[config.mk]
export PLATFORM = sky130hd
export DESIGN_NAME = y_round_robin
export DESIGN_NICKNAME = d
export VERILOG_FILES = /design/src/rtl/y_round_robin.sv
export SDC_FILE = /design/constraint.sdc
export NUM_CORES = 1
export LEC_CHECK = 0
export ABC_CLOCK_PERIOD_IN_PS = 4350
export BUFFER_PORTS_ARGS = -buffer_cell sky130_fd_sc_hd__buf_2
export CORE_MARGIN = 2
export CORE_UTILIZATION = 50
export DETAILED_ROUTE_END_ITERATION = 8
export GPL_ROUTABILITY_DRIVEN = 0
export GPL_TIMING_DRIVEN = 1
export PLACE_DENSITY = 0.82
export RECOVER_POWER = 50
export REMOVE_ABC_BUFFERS = 1
export SYNTH_ARGS = -nofsm -noshare
export SYNTH_HDL_FRONTEND = slang
export SYNTH_SLANG_ARGS = --single-unit
[constraint.sdc]
create_clock -name clk_i -period 4.35 [get_ports clk_i]
set_clock_uncertainty 0.15 [all_clocks]
set_input_delay 1.305 -clock clk_i [delete_from_list [all_inputs] [get_ports clk_i]]
set_output_delay 1.305 -clock clk_i [all_outputs]
set_load 0.005 [all_outputs]
[src/rtl/y_round_robin.sv]
// y_round_robin: registered round-robin row arbiter with rotating priority pointer; optional gnt_valid_o under Y_RR_GNT_VALID_EN
module y_round_robin #(
  parameter int WIDTH = 8,
  parameter int y_width = 3
) (
  input  logic               clk_i,
  input  logic               reset_i,
  input  logic               enable_i,
  input  logic [WIDTH-1:0]   req_i,
  output logic [WIDTH-1:0]   gnt_o,
  output logic [y_width-1:0] yadd_o
`ifdef Y_RR_GNT_VALID_EN
  ,
  output logic               gnt_valid_o
`endif
);
  logic [y_width-1:0] ptr, hi_w, lo_w, win, nxt_ptr;
  logic [WIDTH-1:0]   hi;
  logic               fire;
  // Requests at or above ptr win first; otherwise fall back to the lowest request overall.
  always_comb begin
    hi = '0;
    hi_w = '0;
    lo_w = '0;
    for (int i = WIDTH - 1; i >= 0; i--) begin
      hi[i] = req_i[i] && (i >= int'(ptr));
      if (req_i[i]) lo_w = y_width'(i);
      if (hi[i]) hi_w = y_width'(i);
    end
    win = |hi ? hi_w : lo_w;
    nxt_ptr = (win == y_width'(WIDTH - 1)) ? '0 : win + 1'b1;
    fire = enable_i && |req_i;
  end
  always_ff @(posedge clk_i) begin
    if (reset_i) begin
      gnt_o <= '0;
      yadd_o <= '0;
      ptr <= '0;
    end else begin
      gnt_o <= fire ? WIDTH'(1) << win : '0;
      yadd_o <= fire ? win : yadd_o;
      ptr <= fire ? nxt_ptr : ptr;
    end
  end
`ifdef Y_RR_GNT_VALID_EN
  always_ff @(posedge clk_i) gnt_valid_o <= !reset_i && fire;
`endif
endmodule

==> results.py <==
metrics = {
    "global_route": {
        "grt_pass1_vias": 769,
        "track_usage_pct": 21.37,
        "grt_pass1_wl_um": 3215,
        "gr-usage-met1_pct": 24.52,
        "antenna_found_initial": 0,
        "overflow": 0,
        "grt_max_degree": 10,
        "use_met2_pct": 33.33,
        "gr-max-usage-layer": "met2",
        "grtUsageMet3_pct": 9.412,
    },
    "cts": {
        "cts_resized": 0,
        "numClockSinks": 14,
        "post_cts_buffers": 0,
        "holdBufCountCts": 0,
        "clk_latency_ns": 0.27,
        "clk_path_buf_depth": 2,
        "numCtsBuffers": 3,
        "cts_tree": "built",
        "cts-root-buf": "clkbuf_4",
        "htreeDepth": 1,
        "clk_pin_slew_ns": 0.08,
    },
    "floorplan": {
        "rows": 15,
        "core-area_um2": 1708,
        "die_w_um": 46.30,
        "io_pins": 22,
        "die_y_um": 46.30,
        "dieArea_um2": 2144,
        "start_util_pct": 52.38,
    },
    "synth": {
        "synth_top_cell_by_area": "dfxtp_1",
        "netlist_area_um2": 894.6,
        "syn_inst": 100,
        "synth_area_leaders": "dfxtp_1 31%, ha_1 7.0%, and3_1 5.6%, nor2_1 4.6%, a21oi_1 4.5%",
        "ys_warn_count": 0,
        "ys_top_cells_by_count": "14 x dfxtp_1, 11 x nor2_1, 8 x a21oi_1, 8 x and3_1, 8 x nand2_1",
        "synth_edf_count": 0,
        "synth-async-reset-ratio_pct": 0,
        "synth_area_per_cell_um2": 8.946,
        "synth_most_common_cell": "dfxtp_1",
        "synth-seq-cells": 14,
        "synthFlopType": "dfxtp_1",
        "netlist-cell-type-count": 37,
        "synth_top_area_share_pct": 31.33,
        "synth_seq_area_share_pct": 31.33,
    },
    "sta": {
        "worst_slack_ns": 1.339,
        "drv_slew": 0,
        "final.min_clock_period_ns": 3.012,
        "slew_headroom_pct": 66.69,
        "setup_violations": 0,
        "timing.final.hold_violations": 0,
        "tns_ns": 0,
        "finalCritPeriodShare_pct": 69.23,
        "tightest_slew_ns": 0.4950,
        "rsz0062_at_grt": "false",
        "fmax_mhz": 332.1,
    },
    "flow_run": {
        "cap_violations": 0,
    },
    "worst_setup_path": {
        "worstSetupStartpointType": "primary input",
        "crit_type": "in2reg",
        "reg2reg_depth": 8,
        "worstPathMaxFanout": 9,
        "critical_path_arrival_ns": 3.05,
        "cp-end-kind": "register",
        "critPathRequiredTime_ns": 4.39,
    },
    "routing": {
        "wl_per_cell_um": 13.14,
        "via_per_inst": 5.586,
        "wirelength_um": 1906,
        "first_pass_iters": 4,
        "drc_errors": 0,
        "route.vias.total": 810,
        "postRouteAntennaNets": 0,
        "drtIter0Drc": 16,
    },
    "worst_hold_path": {
        "hp-class": "reg2reg",
        "hold_depth": 2,
    },
    "power": {
        "irDropWorstVdd_uv": 284.7,
        "powerDensity_nw_per_um2": 354.0,
        "p_leak_uw": 0.0004362,
    },
    "layout": {
        "fillerInstances": 154,
        "syn_to_final_growth_pct": 11.05,
        "diodes": 0,
        "drive_above_1_share_pct": 23.33,
        "final_nets": 137,
    },
    "placement": {
        "dpl.hpwl_um": 1507,
        "portBuffers": 21,
        "pre_cts_slack_ns": 1.053,
    },
    "status": {
        "outcome": "completed",
    },
}
stage by stage:
stage | util (%) | hold WS, ns | total power, µW | cell area, µm² | instances
3_5_place_dp | 57.00 | 0.2968 | 262.7 | 973.4 | 141
3_3_place_gp | 57.00 | 0.2905 | 256.7 | 973.4 | 141
5_1_grt | 58.17 | 0.3610 | 376.7 | 993.5 | 145
2_1_floorplan | - | 0.2967 | 226.0 | 837.1 | 95
4_1_cts | 59.12 | 0.3100 | 355.1 | 1010 | 145
6_report | 58.17 | 0.3092 | 351.7 | 993.5 | 145
kinds of logic after synthesis:
group	synth area share, %
simple gates	24.90
compound gates	25.60
flops	31.33
buf+inv	8.951
fa+ha+maj	6.993
mux	2.238
cells in the final DEF, fill, tap and decap left out, drive strengths merged:
master	Yosys	final
a21boi	2	2
inv	6	6
a211oi	1	1
nand3b	1	1
o41ai	1	1
o21bai	1	1
ha	5	5
and3	8	8
a22oi	1	1
dfxtp	14	14
buf	4	13
o21a	2	2
o21ai	3	3
o31ai	1	1
clkbuf	1	12
mux2i	2	2
nor2b	4	4
a21oi	8	8
nor3b	1	1
a2bb2oi	1	1
o2bb2ai	1	1
nor2	11	11
a32oi	1	1
nand2	8	8
nand2b	1	1
nand3	1	1
nor4	3	3
a31oi	3	3
o211ai	1	1
a211o	1	1
nor3	1	1
o311ai	1	1
where the power goes:
group          switching, µW  internal [µW]
clock                   40.9           50.9
combinational           62.3           45.1
sequential              13.8            139
total                    117            235
routing by layer:
| layer | share of wire [%] | up-vias |
|---|---|---|
| met2 | 48 | 28 |
| li1 | - | 402 |
| met5 | 0 | - |
| met4 | 3.6 | 0 |
| met1 | 42 | 370 |
| met3 | 6.2 | 10 |
sequential cells by signal (all words and copies together) (netlist names):
signal  count
gnt_o       8
ptr         3
yadd_o      3
worst paths after layout:
path                           from                endpoint  slack (ns)
max reg2reg     ptr[1]$_SDFFE_PP0P_     ptr[0]$_SDFFE_PP0P_        1.93
min reg2reg  yadd_o[2]$_SDFFE_PP0P_  yadd_o[2]$_SDFFE_PP0P_        0.31
min          yadd_o[2]$_SDFFE_PP0P_  yadd_o[2]$_SDFFE_PP0P_        0.31
max                        req_i[5]     ptr[0]$_SDFFE_PP0P_        1.34
critical path: stages:
cell and delay (ns):
buf_2 0.18, o2bb2ai_1 0.10, a31oi_1 0.33, nor4_2 0.09, a2bb2oi_2 0.25, inv_2 0.09
ha_1 0.21, ha_1 0.20, o41ai_2 0.29
final cells by class:
class | instances | area [µm²] | share of cell area [%]
clock buffer | 4 | 36.28 | 3.652
timing repair buffer | 21 | 95.09 | 9.572
sequential | 14 | 280.3 | 28.21
inverter | 6 | 22.52 | 2.267
multi-input combinational | 75 | 528.0 | 53.15
tap | 25 | 31.28 | 3.149
No activity file was read; power rests on OpenSTA's default activity.
